$ cat src/rtl/ccip_rd_port_mux.sv
// N-port round-robin read-request mux onto one MPF c0 channel pair.
// Optional perf counters: define CCIP_RD_PORT_MUX_PERF_EN.
module ccip_rd_port_mux #(
    parameter int NUM_PORTS       = 4,
    parameter int ADDR_W          = 42,
    parameter int MDATA_W         = 12,
    parameter int DATA_W          = 512,
    parameter int MAX_OUTSTANDING = 64
) (
    input  logic                           clk,
    input  logic                           rst_n,
    input  logic [NUM_PORTS-1:0]           req_valid,
    input  logic [NUM_PORTS*ADDR_W-1:0]    req_addr,
    input  logic [NUM_PORTS*MDATA_W-1:0]   req_mdata,
    output logic [NUM_PORTS-1:0]           req_ready,
    output logic                           tx_valid,
    output logic [ADDR_W-1:0]              tx_addr,
    output logic [15:0]                    tx_mdata,
    input  logic                           tx_almfull,
    input  logic                           rx_valid,
    input  logic [15:0]                    rx_mdata,
    input  logic [DATA_W-1:0]              rx_data,
    output logic [NUM_PORTS-1:0]           rsp_valid,
    output logic [MDATA_W-1:0]             rsp_mdata,
    output logic [DATA_W-1:0]              rsp_data,
    input  logic                           drain_req,
    output logic                           drain_done,
    output logic                           err_bad_tag,
    output logic                           err_underflow
`ifdef CCIP_RD_PORT_MUX_PERF_EN
    ,
    output logic [NUM_PORTS*32-1:0]        perf_req_cnt,
    output logic [31:0]                    perf_stall_cnt
`endif
);

    localparam int PW = $clog2(NUM_PORTS);
    localparam int CW = $clog2(MAX_OUTSTANDING + 1);

    typedef enum logic [1:0] {
        RUN   = 2'd0,
        DRAIN = 2'd1,
        IDLE  = 2'd2
    } state_t;

    state_t               state;
    state_t               stateNext;
    logic                 runOk;
    logic [PW-1:0]        ptr;
    logic [PW-1:0]        grantIdx;
    logic                 grantAny;
    logic [NUM_PORTS-1:0] grantVec;
    logic [NUM_PORTS-1:0] elig;
    logic [PW-1:0]        rxTag;
    logic                 tagOk;
    logic [NUM_PORTS-1:0] rxHit;
    logic [NUM_PORTS-1:0] cntZero;
    logic                 allZero;
    logic [15:0]          txMd;
    logic [CW-1:0]        cnt [NUM_PORTS];
    int                   idx;

    // Padding bits and the tag are folded in; only routing uses the tag.
    wire unusedRx = ^rx_mdata;

    always_comb begin
        for (int i = 0; i < NUM_PORTS; i++) begin
            cntZero[i] = (cnt[i] == '0);
            elig[i] = req_valid[i] && !tx_almfull && runOk &&
                      (cnt[i] < CW'(MAX_OUTSTANDING));
        end
        allZero = &cntZero;
    end

    // Rotating search starting at ptr.
    always_comb begin
        grantAny = 1'b0;
        grantIdx = '0;
        idx      = 0;
        for (int k = 0; k < NUM_PORTS; k++) begin
            idx = int'(ptr) + k;
            if (idx >= NUM_PORTS) idx = idx - NUM_PORTS;
            if (!grantAny && elig[idx]) begin
                grantAny = 1'b1;
                grantIdx = PW'(idx);
            end
        end
    end

    always_comb begin
        grantVec = '0;
        if (grantAny) grantVec = NUM_PORTS'(1) << grantIdx;
    end

    assign req_ready = grantVec & {NUM_PORTS{rst_n}};

    always_comb begin
        txMd = '0;
        txMd[MDATA_W-1:0] = req_mdata[int'(grantIdx)*MDATA_W +: MDATA_W];
        txMd[15 -: PW] = grantIdx;
    end

    assign rxTag = rx_mdata[15 -: PW];
    assign tagOk = {1'b0, rxTag} < (PW+1)'(NUM_PORTS);

    always_comb begin
        for (int i = 0; i < NUM_PORTS; i++) begin
            rxHit[i] = rx_valid && tagOk && (rxTag == PW'(i));
        end
    end

    always_ff @(posedge clk or negedge rst_n) begin
        if (!rst_n) begin
            state <= RUN;
        end else begin
            state <= stateNext;
        end
    end

    always_comb begin
        stateNext = state;
        unique case (state)
            RUN:     if (drain_req) stateNext = DRAIN;
            DRAIN: begin
                if (!drain_req) stateNext = RUN;
                else if (allZero && !rx_valid) stateNext = IDLE;
            end
            IDLE:    if (!drain_req) stateNext = RUN;
            default: stateNext = RUN;
        endcase
    end

    always_comb begin
        runOk      = (state == RUN) && !drain_req;
        drain_done = (state == IDLE);
    end

    always_ff @(posedge clk or negedge rst_n) begin
        if (!rst_n) begin
            ptr <= '0;
        end else if (grantAny) begin
            if (int'(grantIdx) == NUM_PORTS - 1) ptr <= '0;
            else ptr <= grantIdx + PW'(1);
        end
    end

    always_ff @(posedge clk or negedge rst_n) begin
        if (!rst_n) begin
            tx_valid <= 1'b0;
            tx_addr  <= '0;
            tx_mdata <= '0;
        end else begin
            tx_valid <= grantAny;
            if (grantAny) begin
                tx_addr  <= req_addr[int'(grantIdx)*ADDR_W +: ADDR_W];
                tx_mdata <= txMd;
            end
        end
    end

    // A grant and a response on the same port cancel out.
    always_ff @(posedge clk or negedge rst_n) begin
        if (!rst_n) begin
            for (int i = 0; i < NUM_PORTS; i++) cnt[i] <= '0;
        end else begin
            for (int i = 0; i < NUM_PORTS; i++) begin
                if (grantVec[i] && !(rxHit[i] && !cntZero[i])) begin
                    cnt[i] <= cnt[i] + CW'(1);
                end else if (!grantVec[i] && rxHit[i] && !cntZero[i]) begin
                    cnt[i] <= cnt[i] - CW'(1);
                end
            end
        end
    end

    always_ff @(posedge clk or negedge rst_n) begin
        if (!rst_n) begin
            rsp_valid     <= '0;
            rsp_mdata     <= '0;
            rsp_data      <= '0;
            err_bad_tag   <= 1'b0;
            err_underflow <= 1'b0;
        end else begin
            rsp_valid <= rxHit;
            if (|rxHit) begin
                rsp_mdata <= rx_mdata[MDATA_W-1:0];
                rsp_data  <= rx_data;
            end
            if (rx_valid && !tagOk) err_bad_tag <= 1'b1;
            if (|(rxHit & cntZero)) err_underflow <= 1'b1;
        end
    end

`ifdef CCIP_RD_PORT_MUX_PERF_EN
    always_ff @(posedge clk or negedge rst_n) begin
        if (!rst_n) begin
            perf_req_cnt   <= '0;
            perf_stall_cnt <= '0;
        end else begin
            for (int i = 0; i < NUM_PORTS; i++) begin
                if (grantVec[i]) begin
                    perf_req_cnt[i*32 +: 32] <= perf_req_cnt[i*32 +: 32] + 32'd1;
                end
            end
            if (|req_valid && !grantAny) begin
                perf_stall_cnt <= perf_stall_cnt + 32'd1;
            end
        end
    end
`endif

endmodule

$ cat config.mk
export PLATFORM = sky130hd
export DESIGN_NAME = ccip_rd_port_mux
export DESIGN_NICKNAME = d
export VERILOG_FILES = /design/src/rtl/ccip_rd_port_mux.sv
export SDC_FILE = /design/constraint.sdc
export NUM_CORES = 1
export LEC_CHECK = 0
export ABC_AREA = 1
export CAP_MARGIN = 20
export CELL_PAD_IN_SITES_DETAIL_PLACEMENT = 1
export CELL_PAD_IN_SITES_GLOBAL_PLACEMENT = 2
export CORE_AREA = 2 2 521 523
export CTS_CLUSTER_DIAMETER = 120
export CTS_CLUSTER_SIZE = 10
export DETAILED_ROUTE_END_ITERATION = 6
export DIE_AREA = 0 0 523 525
export PLACE_DENSITY_LB_ADDON = 0.3
export RECOVER_POWER = 50
export SETUP_SLACK_MARGIN = 0.4
export SYNTH_ARGS = -nofsm -noshare
export SYNTH_HDL_FRONTEND = slang
export SYNTH_SLANG_ARGS = --single-unit
export TNS_END_PERCENT = 50
$ cat constraint.sdc
create_clock -name clk -period 3.92 [get_ports clk]
set_input_delay 0.784 -clock clk [delete_from_list [all_inputs] [get_ports clk]]
set_output_delay 0.784 -clock clk [all_outputs]
set_load 0.02 [all_outputs]
==> results of run 1 <==
==> metal layers <==
| metal | vias up | track usage [%] |
|---|---|---|
| li1 | 13218 | - |
| met1 | 14055 | 16.7 |
| met2 | 1015 | 23.6 |
| met3 | 272 | 6.67 |
| met4 | 50 | 2.84 |
| met5 | - | 0 |
==> synth_stat cells (2+ instances only) <==
cell,number
nand2_2,3
nor3_1,4
inv_1,261
a21oi_1,17
o21bai_1,2
inv_2,4
or2_2,3
nand3_1,192
o21ai_0,20
buf_4,7
a31oi_1,4
xnor2_1,2
buf_6,10
clkinv_1,2
nor2_1,29
ha_1,25
buf_1,21
buf_2,25
dfrtp_1,618
nand4_1,112
nand2_1,1919
clkbuf_1,133
fa_1,4
nor4_1,3
xor2_1,17
==> power by group through the flow <==
stage	Sequential (µW)	Clock [µW]	Combinational, µW
floorplan	9050	0	6720
global placement	8420	0	13800
detailed placement	8420	0	14000
CTS	8330	7570	14300
global route	8430	7730	15900
finish	8290	7120	14300
==> what timing repair did <==
| item | CTS | global route |
|---|---|---|
| setup buffers | 10 | 6 |
| hold endpoints to repair | 26 | 0 |
| pin swaps | 16 | 26 |
| endpoints found under the setup margin | 8 | 14 |
| hold buffers | 1 | 0 |
| gates resized for setup | 67 | 22 |
==> worst max-delay path, stage by stage <==
cell and delay, ps:
clkdlybuf4s50_1 410, inv_2 90, nand2_1 70, nor2_2 190, nand3_4 120, nand3_2 110, o21ai_4 70, buf_4 150
nand3_4 90, nand3_4 130, inv_4 110, ha_4 140, nand2_4 80, nor2_4 100, buf_6 120
==> logic make-up (layout without fill, tap and decap cells) <==
kind of cell               Yosys count  after routing  synth area share, %
xor gates and xnor gates            20             20                0.668
DFF                                618            618                 56.6
buffers and inverters              463           1820                 6.84
AOI/OAI and AO/OA                   49             49                 1.02
other                                1             25               0.0137
adders and majority gates           29             29                 1.44
and+or+nand+nor                   2273           2273                 33.4
==> final timing paths <==
kind	start	to	slack [ps]	cells past startpoint
worst min-delay path	rx_valid	rsp_data[353]$_DFFE_PN0P_	370	3
min in group asynchronous	rst_n	rsp_data[433]$_DFFE_PN0P_	560	2
max in group asynchronous	rst_n	rsp_data[123]$_DFFE_PN0P_	740	4
worst max-delay path	tx_almfull	req_ready[3]	360	15
worst max register to register	state[0]$_DFFE_PN0P_	cnt[26]$_DFFE_PN0P_	480	23
worst min register to register	rsp_data[454]$_DFFE_PN0P_	rsp_data[454]$_DFFE_PN0P_	470	2
==> area by class of cell <==
cell class              count  area [µm²]  share of cell area [%]
flip-flops and latches    618       15500                    32.1
repair buffers           1455       14400                    29.9
multi-input cells        2374       10500                    21.7
well taps                3570        4470                    9.27
clock buffers              83        1970                    4.09
inverters                 267        1010                    2.10
clock inverters            15         302                   0.626
diodes                     22        55.1                   0.114
==> flip-flops by register name (all words and copies together), names as in the netlist <==
name           count
cnt               28
err_underflow      1
ptr                2
rsp_data         512
rsp_mdata         12
rsp_valid          4
state              2
tx_addr           42
tx_mdata          14
tx_valid           1
==> per-stage QoR <==
step                      total power [µW]  worst slack [ps]  hold WS (ps)
after floorplan                      15800               144           468
after global placement               22300              -457           453
after detailed placement             22400              -465           457
after CTS                            30200               268           309
after global routing                 32000               225           342
final                                29700               359           372
==> reports/metrics.cfg, run 1 <==
[drt]
routed_wirelength_um = 201000
dr.first_iter.drc_count = 1368
routed_wl_met3_um = 21500
postRouteAntennaNets = 0
wl_met1_um = 80900
routedWlPerCell_um = 23.9
drt_first_pass_iters = 5
via_count = 28610
maxUsedRoutingLayer = met5
met2_length_um = 94100
drc = 0
viasPerCell = 3.40

[power_and_ir_drop]
share_comb_of_total_power_pct = 48.1
internal_power_uw = 16900
powerDensity_nw_per_um2 = 617
p_sw_uw = 12800
power.share.clock_pct = 23.9
p_seq_share_pct = 27.9
switching_share_pct = 43.2
p_leak_uw = 0.0225
vdd_ir_drop_max_mv = 0.966

[job]
timing.max_cap.violations = 3

[logic_synthesis]
synth_edf_count = 0
ys_seq_elements = 618
synth_flop_cell = dfrtp_1
yosysUniqueCellTypes = 41
syn_inst = 3453
synth.cell_area_um2 = 27300
part_of_the_yosys_area_used_for_sequential_elements_pct = 56.6
ys_warn_count = 0
synth.area.top_cells = dfrtp_1 57%, nand2_1 26%, inv_1 3.6%
synth.avg_cell_area_um2 = 7.92
synthDominantAreaCellType = dfrtp_1
synth_top_cell_area_share_pct = 56.6
ys_async_sr_fraction_pct = 100

[place]
postPlaceCellArea_um2 = 45500
port_buffers = 1341
gp_congestion = 0.861
post-place-cells = 8266
dpl.hpwl_um = 159000

[sta]
final_count_of_negative_setup_slack_endpoints = 0
final.period_utilization_pct = 90.8
final-max-slew-violation-count = 324
timing.max_slew.rel_slack_pct = -30.5
setup_tns_ps = 0
fmax_mhz = 281
period_minus_slack_ps = 3560
hold_violations = 0
worst_pin_slew_ps = 1960
rsz_0062_raised_after_global_routing = true
finalClockSkew_ps = 26.9

[status]
failing_checks = capacitance limit, slew limit
status = complete, but fails checks

[die]
floorplan.io_pins = 1347
die_area_um2 = 275000
die-height_um = 525
row_count = 191
core_footprint_um2 = 269000
overall_die_width_um = 523
initial_utilization_pct = 10.1

[final_layout]
commonest_non_fill_non_tap_cells_in_the_layout = 1907 x nand2_1, 1333 x clkdlybuf4s50_1, 615 x dfrtp_1
finalNetCount = 5574
layout-drive-gt1-share_pct = 6.17
fin_util_pct = 17.9
final_common_cell = nand2_1
finalInstanceArea_um2 = 48200
nFillCells = 31632
flow.area_growth_from_synthesis_pct = 76.2
finish.cell_count_without_fillers = 8404

[min_path]
hold_path.class = in2reg

[clocking]
clkSlewWorstSetupHoldPaths_ps = 60
clock_tree.htree_level_count = 3
clock_sink_count = 618
clock_tree_from_tritoncts = yes
cts-root-buf = clkbuf_16
cts_buffer_depth = 3
tritoncts.num_buffers = 76
insertion_delay_ps = 710

[global_route]
grt_first_pass_wirelength_um = 272000
grt_pass1_vias = 31089
antenna_found_initial = 101
pin_count_of_the_biggest_net_entering_global_routing = 167
grt_total_ovfl = 0
global_route.usage.total_pct = 14.2

[setup_path]
cp_data_arrival_time_ps = 2780
critical_path.startpoint_type = input port
required_ps = 3140
timing.setup.critical_path_class = in2out
crit_fanout = 4
worstSetupEndpointType = output port

Note: power is estimated with default switching activity, not from simulation.
==> run 2, diff against run 1 <==
--- a/config.mk
+++ b/config.mk
@@ -17,6 +17,7 @@
 export PLACE_DENSITY_LB_ADDON = 0.3
 export RECOVER_POWER = 50
 export SETUP_SLACK_MARGIN = 0.4
+export SLEW_MARGIN = 20
 export SYNTH_ARGS = -nofsm -noshare
 export SYNTH_HDL_FRONTEND = slang
 export SYNTH_SLANG_ARGS = --single-unit
==> run 2 against run 1 <==
  * The run still ends with capacitance limit, slew limit left
  * Global-route usage unchanged
  * Sequential power about the same
  * Final cell count about the same
  * Largest power group unchanged
  * Critical path depth unchanged
  * Combinational power about the same
  * Non-clock buffer count decreased by 1
  * Die area stayed put
  * Hold slack lost 1.9 ps
==> reports/metrics.cfg, run 2 (synthesis results as in run 1) <==
[status]
status = complete, but fails checks
failing_checks = capacitance limit, slew limit

[sta]
rsz_0062_raised_after_global_routing = true
period_minus_slack_ps = 3560
final_count_of_negative_setup_slack_endpoints = 0
worst_pin_slew_ps = 2120
finalWorstSetupSlack_ps = 359
final.period_utilization_pct = 90.9
hold_violations = 0
finalClockSkew_ps = 32.1
timing.max_slew.rel_slack_pct = -41.4
fmax_mhz = 281
final-max-slew-violation-count = 413

[final_layout]
finalNetCount = 5573
commonest_non_fill_non_tap_cells_in_the_layout = 1907 x nand2_1, 1333 x clkdlybuf4s50_1, 615 x dfrtp_1
final_common_cell = nand2_1
final-seq-area_um2 = 15500
flow.area_growth_from_synthesis_pct = 76.2
finalInstanceArea_um2 = 48100
nFillCells = 31631
leading_registers_by_flop_count = rsp_data: 512 flops, tx_addr: 42 flops, cnt: 28 flops
fin_util_pct = 17.9
finish.cell_count_without_fillers = 8401
layout-drive-gt1-share_pct = 6.17
largest-register = rsp_data
multiInputGateArea_um2 = 10500
largest_register_ff_count = 512

[place]
post-place-cells = 8266
pre_cts_slack_ps = -465
gp_congestion = 0.861
port_buffers = 1341
dpl.hpwl_um = 159000
postPlaceCellArea_um2 = 45500

[global_route]
grt_first_pass_wirelength_um = 272000
pin_count_of_the_biggest_net_entering_global_routing = 167
grt_total_ovfl = 0
global_route.usage.total_pct = 14.2
antenna_found_initial = 101
grt_pass1_vias = 31089

[clocking]
clock_sink_count = 618
clock_tree_from_tritoncts = yes
cts-root-buf = clkbuf_16
cts_buffer_depth = 3
clock_tree.htree_level_count = 3
tritoncts.num_buffers = 76
clkSlewWorstSetupHoldPaths_ps = 60
insertion_delay_ps = 710

[drt]
dr.first_iter.drc_count = 1299
viasPerCell = 3.41
routedWlPerCell_um = 23.9
routed_wirelength_um = 201000
drt_first_pass_iters = 5
via_count = 28642
postRouteAntennaNets = 0
drc = 0

[die]
core_footprint_um2 = 269000
initial_utilization_pct = 10.1
overall_die_width_um = 523
floorplan.io_pins = 1347
row_count = 191
die-height_um = 525
die_area_um2 = 275000

[setup_path]
required_ps = 3140
worstSetupEndpointType = output port
timing.setup.critical_path_class = in2out
cp_data_arrival_time_ps = 2780
crit_fanout = 4
critical_path.startpoint_type = input port

[power_and_ir_drop]
p_leak_uw = 0.0225
powerDensity_nw_per_um2 = 617
vdd_ir_drop_max_mv = 0.974

[job]
timing.max_cap.violations = 4

[min_path]
hold_path.class = in2reg

## run 2: worst paths after layout
check,start,cells past startpoint,slack (ps),endpoint
max in group asynchronous,rst_n,4,750,rsp_data[123]$_DFFE_PN0P_
min reg2reg,rsp_data[181]$_DFFE_PN0P_,2,470,rsp_data[181]$_DFFE_PN0P_
max reg2reg,state[0]$_DFFE_PN0P_,23,480,cnt[26]$_DFFE_PN0P_
min in group asynchronous,rst_n,2,560,rsp_data[433]$_DFFE_PN0P_
max,tx_almfull,15,360,req_ready[3]
min,rx_valid,3,370,rsp_data[353]$_DFFE_PN0P_
## run 2: routing by layer
layer	global-route usage, %	wire length (µm)	up-vias
li1	-	-	13210
met1	16.7	81000	14082
met2	23.6	94300	1028
met3	6.67	21400	272
met4	2.84	3850	50
met5	0	338	-
## run 2: power by group
part | internal [µW] | switching, µW
registers | 7440 | 852
logic | 5630 | 8690
clock network | 3800 | 3320
## run 2: stage by stage
step                      TNS [ps]  total power [µW]  hold slack [ps]
final                            0             29700              370
after floorplan                  0             15800              468
after detailed placement     -5780             22400              457
after CTS                        0             30200              309
after global placement       -4840             22300              453
after global routing             0             32000              342
## run 2: area by class of cell
class | count | share of cell area, %
repair buffers | 1454 | 29.9
clock buffers | 83 | 4.09
clock inverters | 15 | 0.626
well taps | 3570 | 9.28
flip-flops and latches | 618 | 32.1
multi-input cells | 2374 | 21.7
diodes | 20 | 0.104
inverters | 267 | 2.10
## run 2: worst max-delay path, stage by stage
cell	delay, ps
clkdlybuf4s50_1	410
inv_2	90
nand2_1	70
nor2_2	190
nand3_4	120
nand3_2	110
o21ai_4	70
buf_4	150
nand3_4	90
nand3_4	130
inv_4	110
ha_4	140
nand2_4	80
nor2_4	100
buf_6	120
## run 2: what timing repair did
| action | 4_1_cts | 5_1_grt |
|---|---|---|
| resized for setup | 67 | 22 |
| pin swaps | 16 | 26 |
| endpoints found under the setup margin | 8 | 14 |
| endpoints found under the hold margin | 26 | 0 |
| buffers inserted | 10 | 6 |
| hold buffers | 1 | 0 |
| gates cloned | 0 | 0 |
==> run 3, diff against run 2 <==
--- a/config.mk
+++ b/config.mk
@@ -10,6 +10,7 @@
 export CELL_PAD_IN_SITES_DETAIL_PLACEMENT = 1
 export CELL_PAD_IN_SITES_GLOBAL_PLACEMENT = 2
 export CORE_AREA = 2 2 521 523
+export CTS_BUF_LIST = sky130_fd_sc_hd__clkbuf_8 sky130_fd_sc_hd__clkbuf_16
 export CTS_CLUSTER_DIAMETER = 120
 export CTS_CLUSTER_SIZE = 10
 export DETAILED_ROUTE_END_ITERATION = 6
==> run 3 against run 2 <==
  * The flow still finishes with violations (capacitance limit, slew limit)
  * Final area is the same
  * Largest power group unchanged
  * Global-route usage unchanged
  * Die area is the same
  * Worst setup slack did not move
  * Combinational power is essentially flat
  * Maximum frequency stayed put
  * Via count barely moved
  * Largest cell class unchanged
==> reports/metrics.cfg, run 3 (synthesis results as in run 1) <==
[global_route]
grt_first_pass_wirelength_um = 272000
grt_pass1_vias = 31089
antenna_found_initial = 101
global_route.usage.total_pct = 14.2
pin_count_of_the_biggest_net_entering_global_routing = 167
grt_total_ovfl = 0

[sta]
final-max-slew-violation-count = 413
worst_pin_slew_ps = 2120
finalClockSkew_ps = 31.8
hold_violations = 0
timing.max_slew.rel_slack_pct = -41.4
final_count_of_negative_setup_slack_endpoints = 0
finalWorstSetupSlack_ps = 359
fmax_mhz = 281
rsz_0062_raised_after_global_routing = true
finalHoldWorstSlack_ps = 370
setup_tns_ps = 0
final.period_utilization_pct = 90.9
period_minus_slack_ps = 3560

[power_and_ir_drop]
share_comb_of_total_power_pct = 48.2
p_seq_share_pct = 27.9
switching_share_pct = 43.3
power.share.clock_pct = 23.9
p_sw_uw = 12900
p_leak_uw = 0.0225
internal_power_uw = 16900
power_uw = 29700
vdd_ir_drop_max_mv = 0.975
powerDensity_nw_per_um2 = 617

[die]
core_footprint_um2 = 269000
floorplan.io_pins = 1347
row_count = 191
die_area_um2 = 275000
die-height_um = 525
overall_die_width_um = 523
initial_utilization_pct = 10.1

[setup_path]
cp_data_arrival_time_ps = 2780
crit_fanout = 4
worstSetupEndpointType = output port
timing.setup.critical_path_class = in2out
critical_path.startpoint_type = input port
required_ps = 3140

[final_layout]
nFillCells = 31631
finish.cell_count_without_fillers = 8401
leading_registers_by_flop_count = rsp_data: 512 flops, tx_addr: 42 flops, cnt: 28 flops
largest_register_ff_count = 512
largest-register = rsp_data
finalNetCount = 5573
flow.area_growth_from_synthesis_pct = 76.2
final_common_cell = nand2_1
layout-drive-gt1-share_pct = 6.17
commonest_non_fill_non_tap_cells_in_the_layout = 1907 x nand2_1, 1333 x clkdlybuf4s50_1, 615 x dfrtp_1

[clocking]
clkSlewWorstSetupHoldPaths_ps = 60
tritoncts.num_buffers = 76
clock_tree_from_tritoncts = yes
clock_tree.htree_level_count = 3
insertion_delay_ps = 710
clock_sink_count = 618
cts-root-buf = clkbuf_16
cts_buffer_depth = 3

[place]
pre_cts_slack_ps = -465
port_buffers = 1341
gp_congestion = 0.861
post-place-cells = 8266
dpl.hpwl_um = 159000

[drt]
routed_wirelength_um = 201000
drc = 0
viasPerCell = 3.41
via_count = 28641
routedWlPerCell_um = 23.9
postRouteAntennaNets = 0
drt_first_pass_iters = 5
dr.first_iter.drc_count = 1301

[min_path]
hold_path.class = in2reg

[status]
status = complete, but fails checks
failing_checks = capacitance limit, slew limit

[job]
timing.max_cap.violations = 4

run 3: cell types whose count changed in the layout (fill, tap and decap cells not counted):
cell,delta
clkbuf_1,-3
inv_1,+3
run 3: routing by layer:
| layer | GRT usage (%) | vias up | share of wire (%) |
|---|---|---|---|
| li1 | - | 13210 | - |
| met1 | 16.7 | 14081 | 40 |
| met2 | 23.6 | 1028 | 47 |
| met3 | 6.67 | 272 | 11 |
| met4 | 2.84 | 50 | 1.9 |
| met5 | 0 | - | 0.17 |
run 3: power groups by stage:
| stage | combinational (µW) | sequential, µW | clock (µW) |
|---|---|---|---|
| 6_report | 14300 | 8290 | 7110 |
| 5_1_grt | 15900 | 8430 | 7720 |
| 4_1_cts | 14300 | 8330 | 7560 |
| 3_5_place_dp | 14000 | 8420 | 0 |
| 3_3_place_gp | 13800 | 8420 | 0 |
| 2_1_floorplan | 6720 | 9050 | 0 |
run 3: path summary, 6_finish.rpt:
kind | cells after the start | end | slack (ps) | startpoint
worst max-delay path | 15 | req_ready[3] | 360 | tx_almfull
worst min-delay path | 3 | rsp_data[353]$_DFFE_PN0P_ | 370 | rx_valid
worst max register to register | 23 | cnt[26]$_DFFE_PN0P_ | 480 | state[0]$_DFFE_PN0P_
worst min register to register | 2 | rsp_data[181]$_DFFE_PN0P_ | 470 | rsp_data[181]$_DFFE_PN0P_
max in group asynchronous | 4 | rsp_data[123]$_DFFE_PN0P_ | 750 | rst_n
min in group asynchronous | 2 | rsp_data[433]$_DFFE_PN0P_ | 560 | rst_n
run 3: critical path, cell delays in order:
cell and delay [ps]:
clkdlybuf4s50_1 410, inv_2 90, nand2_1 70, nor2_2 190
nand3_4 120, nand3_2 110, o21ai_4 70, buf_4 150
nand3_4 90, nand3_4 130, inv_4 110, ha_4 140
nand2_4 80, nor2_4 100, buf_6 120
run 3: cell type report:
type	instances	area [µm²]	share of cell area, %
clock buffers	80	1960	4.06
flip-flops and latches	618	15500	32.1
diodes	20	50.0	0.104
multi-input cells	2374	10500	21.7
repair buffers	1454	14400	29.9
inverters	267	1010	2.10
well taps	3570	4470	9.28
clock inverters	18	313	0.650
run 3: timing repair:
| item | in CTS | in global routing |
|---|---|---|
| hold buffers | 1 | 0 |
| pin swaps | 16 | 26 |
| endpoints found under the setup margin | 8 | 14 |
| resized for setup | 67 | 22 |
| endpoints found under the hold margin | 26 | 0 |
| buffers inserted | 10 | 6 |
run 3: metrics by stage:
step / util, % / area (µm²)
detailed placement: 16.9 / 45500
global route: 17.9 / 48100
floorplan: - / 27500
CTS: 17.8 / 48000
global placement: 16.9 / 45500
finish: 17.9 / 48100
